File: config.mk
export PLATFORM = sky130hd
export DESIGN_NAME = mem_port_arbiter
export DESIGN_NICKNAME = d
export VERILOG_FILES = /design/src/rtl/mem_port_arbiter.sv
export SDC_FILE = /design/constraint.sdc
export NUM_CORES = 1
export LEC_CHECK = 0
export ABC_AREA = 1
export BUFFER_PORTS_ARGS = -buffer_cell sky130_fd_sc_hd__buf_2
export CAP_MARGIN = 20
export CORE_ASPECT_RATIO = 0.75
export CORE_UTILIZATION = 48
export CTS_CLUSTER_SIZE = 16
export DETAILED_ROUTE_END_ITERATION = 8
export PLACE_DENSITY = 0.81
export SKIP_CTS_REPAIR_TIMING = 1
export SYNTH_ARGS = -nofsm -noshare
export SYNTH_HDL_FRONTEND = slang
export SYNTH_SLANG_ARGS = --single-unit
export TNS_END_PERCENT = 100
File: constraint.sdc
create_clock -name clk -period 2.1 [get_ports clk]
set_input_delay 0.105 -clock clk [delete_from_list [all_inputs] [get_ports clk]]
set_output_delay 0.105 -clock clk [all_outputs]
set_load 0.01 [all_outputs]
File: src/rtl/mem_port_arbiter.sv
// Arbitrates the unified single-ported memory between instruction fetch and data access.
// Data wins by default; a grant streak counter forces fetch progress; a watchdog aborts hung transactions.
module mem_port_arbiter #(
    parameter int STARVE_LIMIT = 4,
    parameter int TIMEOUT      = 64
) (
    input  logic        clk,
    input  logic        rst,
    input  logic        if_req,
    input  logic [31:0] if_addr,
    output logic [31:0] if_rdata,
    output logic        if_ack,
    input  logic        dm_req,
    input  logic        dm_we,
    input  logic [3:0]  dm_be,
    input  logic [31:0] dm_addr,
    input  logic [31:0] dm_wdata,
    output logic [31:0] dm_rdata,
    output logic        dm_ack,
    output logic        mem_req,
    output logic        mem_we,
    output logic [3:0]  mem_be,
    output logic [31:0] mem_addr,
    output logic [31:0] mem_wdata,
    input  logic [31:0] mem_rdata,
    input  logic        mem_ack,
    output logic        bus_err
);

    localparam int SW = $clog2(STARVE_LIMIT + 1);
    localparam int WW = $clog2(TIMEOUT);

    typedef enum logic [1:0] {IDLE, IF_BUSY, DM_BUSY} state_t;

    state_t        state, state_n;
    logic [SW-1:0] streak, streak_n;
    logic [WW-1:0] wdog, wdog_n;

    logic          mem_req_n, mem_we_n, if_ack_n, dm_ack_n, bus_err_n;
    logic [3:0]    mem_be_n;
    logic [31:0]   mem_addr_n, mem_wdata_n, if_rdata_n, dm_rdata_n;
    logic          starve, own_if;

    assign starve = if_req && (streak == SW'(STARVE_LIMIT));
    assign own_if = (state == IF_BUSY);

    always_comb begin
        state_n     = state;
        streak_n    = streak;
        wdog_n      = wdog;
        mem_req_n   = mem_req;
        mem_we_n    = mem_we;
        mem_be_n    = mem_be;
        mem_addr_n  = mem_addr;
        mem_wdata_n = mem_wdata;
        if_rdata_n  = if_rdata;
        dm_rdata_n  = dm_rdata;
        if_ack_n    = 1'b0;
        dm_ack_n    = 1'b0;
        bus_err_n   = 1'b0;
        unique case (state)
            IDLE: begin
                if (dm_req && !starve) begin
                    state_n     = DM_BUSY;
                    wdog_n      = '0;
                    mem_req_n   = 1'b1;
                    mem_we_n    = dm_we;
                    mem_be_n    = dm_be;
                    mem_addr_n  = dm_addr;
                    mem_wdata_n = dm_wdata;
                    if (!if_req)
                        streak_n = '0;
                    else if (streak != SW'(STARVE_LIMIT))
                        streak_n = streak + 1'b1;
                end else if (if_req) begin
                    state_n     = IF_BUSY;
                    wdog_n      = '0;
                    streak_n    = '0;
                    mem_req_n   = 1'b1;
                    mem_we_n    = 1'b0;
                    mem_be_n    = 4'hF;
                    mem_addr_n  = if_addr;
                    mem_wdata_n = '0;
                end else begin
                    streak_n = '0;
                end
            end
            IF_BUSY, DM_BUSY: begin
                if (mem_ack) begin
                    state_n   = IDLE;
                    mem_req_n = 1'b0;
                    if (own_if) begin
                        if_ack_n   = 1'b1;
                        if_rdata_n = mem_rdata;
                    end else begin
                        dm_ack_n   = 1'b1;
                        dm_rdata_n = mem_we ? 32'h0 : mem_rdata;
                    end
                end else if (wdog == WW'(TIMEOUT - 1)) begin
                    // hung memory: release the bus and report the abort
                    state_n   = IDLE;
                    mem_req_n = 1'b0;
                    bus_err_n = 1'b1;
                    if (own_if) begin
                        if_ack_n   = 1'b1;
                        if_rdata_n = '0;
                    end else begin
                        dm_ack_n   = 1'b1;
                        dm_rdata_n = '0;
                    end
                end else begin
                    wdog_n = wdog + 1'b1;
                end
            end
            default: state_n = IDLE;
        endcase
    end

    always_ff @(posedge clk) begin
        if (!rst) begin
            state     <= IDLE;
            streak    <= '0;
            wdog      <= '0;
            mem_req   <= 1'b0;
            mem_we    <= 1'b0;
            mem_be    <= '0;
            mem_addr  <= '0;
            mem_wdata <= '0;
            if_rdata  <= '0;
            dm_rdata  <= '0;
            if_ack    <= 1'b0;
            dm_ack    <= 1'b0;
            bus_err   <= 1'b0;
        end else begin
            state     <= state_n;
            streak    <= streak_n;
            wdog      <= wdog_n;
            mem_req   <= mem_req_n;
            mem_we    <= mem_we_n;
            mem_be    <= mem_be_n;
            mem_addr  <= mem_addr_n;
            mem_wdata <= mem_wdata_n;
            if_rdata  <= if_rdata_n;
            dm_rdata  <= dm_rdata_n;
            if_ack    <= if_ack_n;
            dm_ack    <= dm_ack_n;
            bus_err   <= bus_err_n;
        end
    end

endmodule

Word level (Yosys, flattened, before mapping)
Cells that the tools add are included.
{"block": "word_totals", "input_bits": 138, "reg_bits": 148, "output_inout_bits": 137}
{"block": "op_classes", "addsub": 2, "n_eq_ne": 10, "bitwise": 3, "reduce_logical": 17, "n_mux": 42}
{"operator": "$mux W32", "count": 13}
{"operator": "$mux W6", "count": 4}
{"operator": "$mux W1", "count": 13}
{"operator": "$pmux W6 S2", "count": 1}
{"operator": "$mux W3", "count": 3}
{"operator": "$ne A3 B3 Y1 const B", "count": 3}
{"operator": "$reduce_and A3 Y1", "count": 3}
{"operator": "$mux W2", "count": 4}
{"operator": "$mux W4", "count": 2}
{"operator": "$reduce_and A2 Y1", "count": 4}
{"operator": "$add A6 B1 Y6 const B", "count": 1}
{"operator": "$eq A6 B6 Y1 const B", "count": 1}
{"operator": "$reduce_bool A2 Y1", "count": 3}
{"operator": "$ne A2 B2 Y1 const B", "count": 2}
{"operator": "$pmux W2 S2", "count": 1}
{"operator": "$reduce_and A4 Y1", "count": 1}
{"operator": "$add A3 B1 Y3 const B", "count": 1}
{"operator": "$eq A3 B3 Y1 const B", "count": 1}
{"operator": "$ne A3 B2 Y1 const B", "count": 1}
{"operator": "$not A1 Y1", "count": 3}
{"operator": "$reduce_or A3 Y1", "count": 1}
{"operator": "$eq A2 B1 Y1 const B", "count": 1}
{"operator": "$eq A2 B2 Y1 const B", "count": 1}
{"operator": "$logic_and A1 B1 Y1", "count": 2}
{"operator": "4 further kinds", "count": 4}

Logic depth before layout (Yosys ltp)
Gate-level depths: netlist (run 1).
{"block": "logic_depth", "word_depth": 6, "depth_mapped": 10, "mapped_depth_nobuf": 9}

Worst setup path before layout (run 1)
No wires, ideal clock.
{"block": "synth_path", "kind": "register to register", "from": "reg state[0]", "to": "reg if_rdata[0]", "t_arrival_ps": 1514, "setup_time_ps": 112, "required_ps": 1988, "path_slack_ps": 474, "stages_incl_launch_ff": 11, "cell_sequence": "dfxtp_1 inv_1 ha_1 buf_2 nand2_1 nand2_4 nand2_4 clkinv_2 buf_6 nor2_1 nor2_1"}
{"block": "synth_between", "elab_chain_cells": 3}
{"element": "start, declared", "line_no": "35", "source": "state_t state, state_n;"}
{"element": "start signal, assigned", "line_no": "135", "source": "state <= state_n;"}
{"element": "$eq A2 B1 Y1 / $eq A2 B2 Y1 (equally long branches)", "line_no": "45, 61"}
{"element": "$reduce_or A2 Y1", "line_no": "61", "source": "unique case (state)"}
{"element": "$reduce_and A3 Y1 (no source line) (*)"}
{"element": "end signal, assigned", "line_no": "143", "source": "if_rdata <= if_rdata_n;"}
{"element": "end, declared", "line_no": "11", "source": "output logic [31:0] if_rdata,"}
Mark *: on every way between the ends. The rest lies on a longest branch, timed or not.
A chain may end at the register's enable or synchronous reset.

Worst setup path after layout (run 1)
{"block": "layout_path", "from": "reg wdog[0]", "to": "reg dm_rdata[16]"}
{"block": "layout_between", "elab_chain_cells": 3}
{"element": "start, declared", "line_no": "37", "source": "logic [WW-1:0] wdog, wdog_n;"}
{"element": "start signal, assigned", "line_no": "137", "source": "wdog <= wdog_n;"}
{"element": "$eq A6 B6 Y1", "line_no": "99", "source": "end else if (wdog == WW'(TIMEOUT - 1)) begin"}
{"element": "$reduce_bool A2 Y1 (no source line)"}
{"element": "$reduce_and A3 Y1 (no source line)"}
{"element": "end signal, assigned", "line_no": "144", "source": "dm_rdata <= dm_rdata_n;"}
{"element": "end, declared", "line_no": "18", "source": "output logic [31:0] dm_rdata,"}
No other way between the ends.

==> out/metrics.yaml, run 1 <==
cpPeakStageDelay_ps: 380
ff2ff_setup_slack_ps: 250
hold_path_end: "if_rdata[2]$_SDFFE_PN0P_"
rsz0062_at_grt: "false"
setup_viol: 0
synth_top_area_share_pct: 47.1
pwr-share-clk_pct: 40.0
port_buffers: 274
dieArea_um2: 13600
power.total_mw: 7.46
dieHeight_um: 101
critical_path_class: "flop to flop"
ys_ff_latch: 148
cap_violations: 0
seqPwrFrac_pct: 41.9
p_comb_share_pct: 18.1
grt_pass1_vias: 6041
fin_crit_ps: 1850
syn_nets: 1023
ios: 275
rows: 35
cts_sinks: 148
synth_cells: 880
synthFlopType: "dfxtp_1"
grt_overflow_total: 0
crit_path_end_kind: "flop"
ys_warn_count: 0
syn_avg_cell_area_um2: 7.14
outcome: "finished with violations"
grt_max_degree: 108
drt_iter0_markers: 308
cellLeakagePower_nw: 4.61
cp-start-kind: "flop"
area_growth_pct: 37.9
hold_viol_final: 2
synth.cell_area_um2: 6280
skew_ps: 11.9
hold_depth: 3
dieWidth_um: 134
violations: "hold timing"
clock_path_buffers: 2
cp.arrival_ps: 2200
vdd_drop_max_mv: 0.651
diodes: 0
htree_levels: 4
synth_top_cell_by_area: "dfxtp_1"
switching_power_mw: 2.09
core_area_um2: 12500
hold_ws_ps: -30.1
fin_crit_sh_pct: 88.2
mostFrequentLayoutCell: "buf_2"
required_ps: 2450
gp_congestion: 0.790
slew_violations: 0
min_from: "mem_rdata[2]"
wl_per_cell_um: 13.6
start_util_pct: 50.2
slew_headroom_pct: 66.3
ant_nets: 0
slowest_stage: "dfxtp_1"
critPathMaxFanout: 33
synth_edf_count: 0
hold_class: "input port to flop"
yosysSeqAreaShare_pct: 47.1
clock-root-buffer: "clkbuf_16"
antenna_found_initial: 0
setup_tns_ps: 0
p_int_mw: 5.37
reg2reg_to: "dm_rdata[16]$_SDFFE_PN0P_"
grt_pass1_wl_um: 28000
routed_wl_um: 18300
switching_share_pct: 28.0
clk_latency_ps: 410
cts_tree: "yes"
worstReg2RegStart: "wdog[0]$_SDFFE_PN0P_"
path_common_cell: "nand2_1"
hpwlAfterDp_um: 11800
power_density_nw_per_um2: 860
crit_chain: "ha_1 > nand2_1 > nor2_2 > nand3_2 > nand2_4 > nand2_4 > nor2_8 > nand2_1 > nand2_1"
clock.fmax_ghz: 0.540
drive_gt1_share_pct: 28.4
vias: 6736
mostFrequentLayoutCells: "buf_2, nand2_1, dfxtp_1"
path_clk_slew_ps: 60
synth_top_cells_by_area: "dfxtp_1, nand2_1, nand3_1, nor2_1, a21oi_1"
drt_pass1_iterations: 7
cts_buffers: 17
async_flop_share_pct: 0
drc: 0
synthDistinctLibCells: 27
layout.nets: 1305
tightest_slew_ps: 506
vias_per_cell: 5.03
grt.total_usage_pct: 25.7
r2r_cells: 9
-- registers in the layout (all words and copies together) (netlist names) --
signal	count
dm_ack	1
mem_we	1
mem_req	1
if_ack	1
mem_wdata	32
if_rdata	32
dm_rdata	32
mem_addr	32
wdog	6
mem_be	4
state	2
streak	3
bus_err	1
-- per-stage QoR --
| stage | instance area (um2) | hold WS (ps) | utilization, % | setup WS [ps] | cells |
|---|---|---|---|---|---|
| after floorplan | 6280 | 247 | - | 474 | 880 |
| after global placement | 7700 | 353 | 61.4 | 233 | 1270 |
| after detailed placement | 7700 | 359 | 61.4 | 155 | 1270 |
| after CTS | 8280 | -75.4 | 66.1 | 96.8 | 1301 |
| after global routing | 8670 | 9.93 | 69.2 | 38.3 | 1340 |
| final | 8670 | -30.1 | 69.2 | 247 | 1340 |
-- critical path: cells and delay by family, from the launching register on --
| kind | cells | cell delay, ps |
|---|---|---|
| DFF | 1 | 380 |
| and+or+nand+nor | 8 | 1150 |
| adders and majority gates | 1 | 240 |
-- final cells by class --
cell class / count / area [um2]
Clock inverter: 12 / 129
Fill cell: 1087 / 3850
Inverter: 52 / 198
Tap cell: 166 / 208
Timing Repair Buffer: 328 / 1910
Clock buffer: 19 / 453
Multi-Input combinational cell: 615 / 2810
Sequential cell: 148 / 2960
-- power by group through the flow --
stage | sequential, mW | combinational [mW] | clock (mW)
global placement | 3.17 | 1.25 | 0
CTS | 3.12 | 1.28 | 3.03
global route | 3.15 | 1.49 | 3.15
finish | 3.12 | 1.35 | 2.99
detailed placement | 3.18 | 1.27 | 0
floorplan | 3.28 | 0.671 | 0
-- synthesized netlist by cell type, types with 5 or more instances --
cell type  instances
buf_2             25
dfxtp_1          148
buf_6              5
o21ai_0           35
nand2_1          259
clkbuf_1          23
nor2_1           105
o211ai_1          32
nand4_1            5
ha_1               5
nand3_1          102
inv_1             49
buf_1              8
a21oi_1           53
-- cell families (layout without fill, tap and decap cells) --
kind of cell | Yosys count | count (layout) | share of synthesized area [%]
flip-flops | 148 | 148 | 47.1
buffers and inverters | 117 | 411 | 8.34
AO/OA/AOI/OAI | 125 | 125 | 11.3
XOR/XNOR | 1 | 1 | 0.139
adder cells (fa/ha/maj) | 5 | 5 | 0.995
AND/OR/NAND/NOR | 484 | 484 | 32.1
-- layer usage --
layer / wire length [um] / vias up / share of wire [%] / GRT usage, %
met4: 591 / 0 / 3.2 / 13.1
li1: - / 3405 / - / -
met1: 7860 / 3027 / 43 / 31.8
met3: 1180 / 52 / 6.5 / 5.63
met5: 0 / - / 0 / 0
met2: 8620 / 252 / 47 / 42.6
-- how the worst max path moves through the flow --
stage                     slack (ps)  depth (start not counted)                   from                         to
after detailed placement         160                          8  state[0]$_SDFFE_PN0P_  if_rdata[17]$_SDFFE_PN0P_
after CTS                        100                          8  state[0]$_SDFFE_PN0P_   if_rdata[8]$_SDFFE_PN0P_
after floorplan                  470                         10  state[0]$_SDFFE_PN0P_   if_rdata[0]$_SDFFE_PN0P_
final                            250                          9   wdog[0]$_SDFFE_PN0P_  dm_rdata[16]$_SDFFE_PN0P_
after global routing              40                          9   wdog[0]$_SDFFE_PN0P_  dm_rdata[15]$_SDFFE_PN0P_
after global placement           230                          8  state[0]$_SDFFE_PN0P_  if_rdata[16]$_SDFFE_PN0P_
Note: power is estimated with default switching activity, not from simulation.
==> run 2, diff against run 1 <==
==> constraint.sdc (replaced) <==
create_clock -name clk -period 2.1 [get_ports clk]
set_input_delay 0.105 -clock clk [delete_from_list [all_inputs] [get_ports clk]]
set_output_delay 0.105 -clock clk [all_outputs]
set_load 0.1 [all_outputs]
==> run 2 against run 1 <==
  * The flow still finishes with violations (hold timing)
  * Power is 22% higher
  * Combinational power is 100% higher
  * Worst setup slack worse by 1.3 ps
  * Largest cell class unchanged
==> out/metrics.yaml, run 2 (same netlist as run 1, synthesis figures left out) <==
slowest_stage: "dfxtp_1"
dieArea_um2: 13600  # unchanged
diodes: 0  # unchanged
area_growth_pct: 39.4
layout.nets: 1307  # +0.15%
required_ps: 2450  # about the same
cpPeakStageDelay_ps: 380  # about the same
tightest_slew_ps: 529  # +22.9 ps
hold_ws_ps: -39.1  # -8.99 ps
reg2reg_to: "dm_rdata[26]$_SDFFE_PN0P_"
slew_headroom_pct: 64.7  # -1.5 points
crit_path_end_kind: "flop"
hpwlAfterDp_um: 11800  # -0.26%
worstReg2RegStart: "wdog[0]$_SDFFE_PN0P_"
setup_tns_ps: 0  # unchanged
core_area_um2: 12500  # unchanged
cp.arrival_ps: 2200  # about the same
grt_max_degree: 79  # -27%
dieWidth_um: 134  # unchanged
cts_tree: "yes"
ios: 275  # unchanged
cts_sinks: 148  # unchanged
path_clk_slew_ps: 60  # about the same
power.total_mw: 9.09  # +22%
fin_crit_ps: 1850  # +1.33 ps
p_comb_share_pct: 30.0  # +12 points
cellLeakagePower_nw: 4.66  # +0.92%
drive_gt1_share_pct: 28.4  # about the same
drt_iter0_markers: 374  # +21%
mostFrequentLayoutCells: "buf_2, nand2_1, dfxtp_1"
path_common_cell: "nand2_1"
cap_violations: 0  # unchanged
seqPwrFrac_pct: 34.4  # -7.5 points
grt_overflow_total: 0  # unchanged
antenna_found_initial: 0  # unchanged
dieHeight_um: 101  # unchanged
vias: 6725  # -0.16%
switching_power_mw: 3.51  # +68%
hold_viol_final: 2  # unchanged
switching_share_pct: 38.6  # +11 points
clock-root-buffer: "clkbuf_16"
hold_path_end: "if_rdata[2]$_SDFFE_PN0P_"
start_util_pct: 50.2  # unchanged
grt_pass1_vias: 5935  # -1.8%
power_density_nw_per_um2: 1040  # +21%
pwr-share-clk_pct: 35.5  # -4.5 points
clock_path_buffers: 2  # unchanged
rows: 35  # unchanged
clock.fmax_ghz: 0.539  # about the same
port_buffers: 274  # unchanged
ff2ff_setup_slack_ps: 250  # about the same
hold_class: "input port to flop"
wl_per_cell_um: 13.3  # -2.2%
min_from: "mem_rdata[2]"
crit_chain: "ha_1 > nand2_1 > nor2_2 > nand3_2 > nand2_4 > nand2_4 > nor2_8 > nand2_1 > nand2_1"
drt_pass1_iterations: 5  # -2
gp_congestion: 0.800  # +1.2%
cts_buffers: 17  # unchanged
cp-start-kind: "flop"
r2r_cells: 9  # unchanged
grt.total_usage_pct: 25.3  # -0.44 points
clk_latency_ps: 420  # about the same
setup_viol: 0  # unchanged
critPathMaxFanout: 33  # unchanged
violations: "hold timing"
slew_violations: 0  # unchanged
vias_per_cell: 5.01  # -0.39%
htree_levels: 4  # unchanged
routed_wl_um: 17900  # -2.0%
skew_ps: 15.2  # +3.31 ps
critical_path_class: "flop to flop"
vdd_drop_max_mv: 0.682  # +4.8%
rsz0062_at_grt: "false"
drc: 0  # unchanged
outcome: "finished with violations"
fin_crit_sh_pct: 88.3  # about the same
mostFrequentLayoutCell: "buf_2"
hold_depth: 3  # unchanged
grt_pass1_wl_um: 27600  # -1.5%
ant_nets: 0  # unchanged
p_int_mw: 5.58  # +4.0%
[run 2: changes by cell type in the layout (fill, tap and decap cells not counted), moves of 2 or more]
| cell | delta |
|---|---|
| clkbuf_8 | -2 |
| bufinv_16 | +2 |
| clkinv_4 | +3 |
| clkinvlp_4 | -2 |
| buf_12 | +2 |
| clkinv_2 | -2 |
[run 2: power by group through the flow]
stage	logic (mW)	clock network (mW)	registers (mW)
after floorplan	0.672	0	4.65
after global placement	2.64	0	3.17
after detailed placement	2.66	0	3.18
after CTS	2.66	3.27	3.12
after global routing	2.88	3.40	3.15
final	2.73	3.23	3.13
[run 2: how the worst max path moves through the flow]
stage / from / to / slack, ps / cells past startpoint
after global routing: wdog[0]$_SDFFE_PN0P_ / dm_rdata[19]$_SDFFE_PN0P_ / 70 / 9
final: wdog[0]$_SDFFE_PN0P_ / dm_rdata[26]$_SDFFE_PN0P_ / 250 / 9
after detailed placement: state[0]$_SDFFE_PN0P_ / if_rdata[23]$_SDFFE_PN0P_ / 170 / 8
after CTS: state[0]$_SDFFE_PN0P_ / if_rdata[23]$_SDFFE_PN0P_ / 140 / 8
after global placement: state[0]$_SDFFE_PN0P_ / if_rdata[23]$_SDFFE_PN0P_ / 240 / 8
after floorplan: mem_we$_SDFFE_PN0P_ / dm_rdata[10]$_SDFFE_PN0P_ / 350 / 5
[run 2: final cells by class]
type,instances,area [um2]
clock buffers,18,429
clock inverters,14,201
multi-input cells,615,2810
repair buffers,330,1960
flip-flops and latches,148,2960
fillers,1045,3760
well taps,166,208
inverters,52,198
[run 2: critical path: cells and delay by family, from the launching register on]
family,cells,cell delay [ps]
fa+ha+maj,1,240
simple gates,8,1190
flops,1,380
[run 2: per-layer routing]
| metal | up-vias | part of all wire (%) | track usage (%) | wire (um) |
|---|---|---|---|---|
| met1 | 3046 | 42 | 31.0 | 7600 |
| met3 | 38 | 6.6 | 7.49 | 1190 |
| met4 | 0 | 2.5 | 10.2 | 450 |
| met2 | 238 | 48 | 41.9 | 8660 |
| met5 | - | 0 | 0 | 0 |
| li1 | 3403 | - | - | - |
[run 2: through the flow]
stage	hold slack (ps)	util (%)	std cells	setup slack, ps	instance area [um2]
4_1_cts	-77.9	66.8	1303	143	8360
3_5_place_dp	358	61.7	1271	173	7730
6_report	-39.1	70.0	1343	246	8760
2_1_floorplan	247	-	880	355	6280
5_1_grt	4.44	70.0	1343	73.3	8760
3_3_place_gp	353	61.7	1271	236	7730
==> run 3, diff against run 2 <==
--- a/config.mk
+++ b/config.mk
@@ -8,7 +8,7 @@
 export ABC_AREA = 1
 export BUFFER_PORTS_ARGS = -buffer_cell sky130_fd_sc_hd__buf_2
 export CAP_MARGIN = 20
-export CORE_ASPECT_RATIO = 0.75
+export CORE_ASPECT_RATIO = 1.75
 export CORE_UTILIZATION = 48
 export CTS_CLUSTER_SIZE = 16
 export DETAILED_ROUTE_END_ITERATION = 8
==> run 3 against run 2 <==
  * The flow still finishes with violations (hold timing)
  * Worst setup slack worse by 55 ps
  * Core utilization down 2.5 points
  * Sequential cell count unchanged
  * Via count up 1.6%
  * Global-route usage up 1.1 points
  * First-iteration DRC count down 9.4%
  * Cell count up 0.15%
  * Clock skew down 6.5 ps
==> out/metrics.yaml, run 3 (same netlist as run 1, synthesis figures left out) <==
design_area_um2: 8680  # -0.94%
slew_headroom_pct: 62.7  # -2.0 points
setup_tns_ps: 0  # unchanged
drt_iter0_markers: 339  # -9.4%
hold_viol_final: 2  # unchanged
post_dp_cell_area_um2: 7730  # about the same
finalNonFillerCells: 1345  # +0.15%
n_fill_cell: 1088  # +4.1%
antenna_found_initial: 0  # unchanged
path_clk_slew_ps: 60  # about the same
clock-root-buffer: "clkbuf_16"
setup_viol: 0  # unchanged
ant_nets: 0  # unchanged
drc: 0  # unchanged
clock_path_buffers: 2  # unchanged
rows: 55  # +57%
grt.total_usage_pct: 26.4  # +1.1 points
mostFrequentLayoutCell: "buf_2"
critical_path_class: "flop to flop"
cts_buffers: 17  # unchanged
vias: 6833  # +1.6%
finalCoreUtilization_pct: 67.5  # -2.5 points
cap_violations: 0  # unchanged
grt_max_degree: 137  # +73%
port_buffers: 274  # unchanged
cp-start-kind: "flop"
hold_class: "input port to flop"
wl_per_cell_um: 14.1  # +5.7%
required_ps: 2460  # about the same
slew_violations: 0  # unchanged
gp_congestion: 0.825  # +3.2%
drive_gt1_share_pct: 28.0  # -0.35 points
cts_sinks: 148  # unchanged
ios: 275  # unchanged
start_util_pct: 48.8  # -1.3 points
hold_ws_ps: -35.7  # +3.42 ps
violations: "hold timing"
grt_pass1_wl_um: 28000  # +1.6%
tightest_slew_ps: 560  # +31.2 ps
power_density_nw_per_um2: 1000  # -3.4%
clock.fmax_ghz: 0.524  # -2.9%
grt_pass1_vias: 6096  # +2.7%
fin_crit_ps: 1910  # +55.2 ps
cts_tree: "yes"
hpwlAfterDp_um: 12000  # +1.6%
clk_latency_ps: 410  # about the same
area_growth_pct: 38.1
dieWidth_um: 88.5  # -34%
cp.arrival_ps: 2260  # +60 ps
dp.cells: 1273  # +0.16%
critPathMaxFanout: 33  # unchanged
outcome: "finished with violations"
crit_path_end_kind: "flop"
rsz0062_at_grt: "false"
mostFrequentLayoutCells: "buf_2, nand2_1, dfxtp_1"
htree_levels: 4  # unchanged
dieArea_um2: 13600  # about the same
routed_wl_um: 19000  # +5.9%
vdd_drop_max_mv: 0.803  # +18%
skew_ps: 8.76  # -6.48 ps
diodes: 0  # unchanged
drt_pass1_iterations: 5  # unchanged
vias_per_cell: 5.08  # +1.5%
dieHeight_um: 153  # +52%
cellLeakagePower_nw: 4.59  # -1.3%
layout.nets: 1305  # -0.15%
core_area_um2: 12900  # +2.7%
grt_overflow_total: 0  # unchanged
fin_crit_sh_pct: 90.9  # +2.6 points
## run 3: changes by cell type in the layout (fill, tap and decap cells not counted), moves of 3 or more
cell        change
buf_4           -4
bufinv_16       -3
clkinv_4        -3
clkinvlp_4      +4
## run 3: layout make-up
type / instances / area [um2] / share of cell area [%]
Clock buffer: 19 / 433 / 4.99
Sequential cell: 148 / 2960 / 34.1
Tap cell: 171 / 214 / 2.46
Inverter: 52 / 198 / 2.28
Multi-Input combinational cell: 615 / 2810 / 32.3
Timing Repair Buffer: 328 / 1960 / 22.6
Clock inverter: 12 / 109 / 1.25
## run 3: report_power, final
group	switching, mW	total (mW)	internal (mW)	leakage, nW
clock	1.18	2.80	1.62	0.252
combinational	2.21	2.76	0.553	3.13
sequential	0.111	3.13	3.02	1.21
total	3.50	8.69	5.20	4.59
## run 3: routing by layer
layer | track usage (%) | part of all wire (%) | vias to the layer above
li1 | - | - | 3393
met1 | 28.3 | 38 | 3075
met2 | 47.4 | 53 | 321
met3 | 5.78 | 6.2 | 44
met4 | 12.5 | 3.1 | 0
met5 | 0 | 0 | -
## run 3: path summary, 6_finish.rpt
check	from	end	slack (ps)	cells after the start
worst max-delay path	state[0]$_SDFFE_PN0P_	dm_rdata[22]$_SDFFE_PN0P_	190	8
worst min-delay path	dm_be[0]	mem_be[0]$_SDFFE_PN0P_	-40	3
worst max register to register	state[0]$_SDFFE_PN0P_	dm_rdata[22]$_SDFFE_PN0P_	190	8
worst min register to register	if_rdata[23]$_SDFFE_PN0P_	if_rdata[23]$_SDFFE_PN0P_	460	2
## run 3: critical path, cell delays in order, from the launching register on
cell     delay, ps
dfxtp_1        350
inv_1           50
ha_1           490
nand2_1        180
nand2_4        140
nand2_4         70
nor2_8         380
nand2_1        110
nand2_1         80
## run 3: metrics by stage
stage | total power, mW | setup WS, ps
6_report | 8.69 | 191
5_1_grt | 9.01 | 42.0
2_1_floorplan | 5.32 | 355
3_3_place_gp | 5.83 | 210
3_5_place_dp | 5.86 | 144
4_1_cts | 8.66 | 66.2
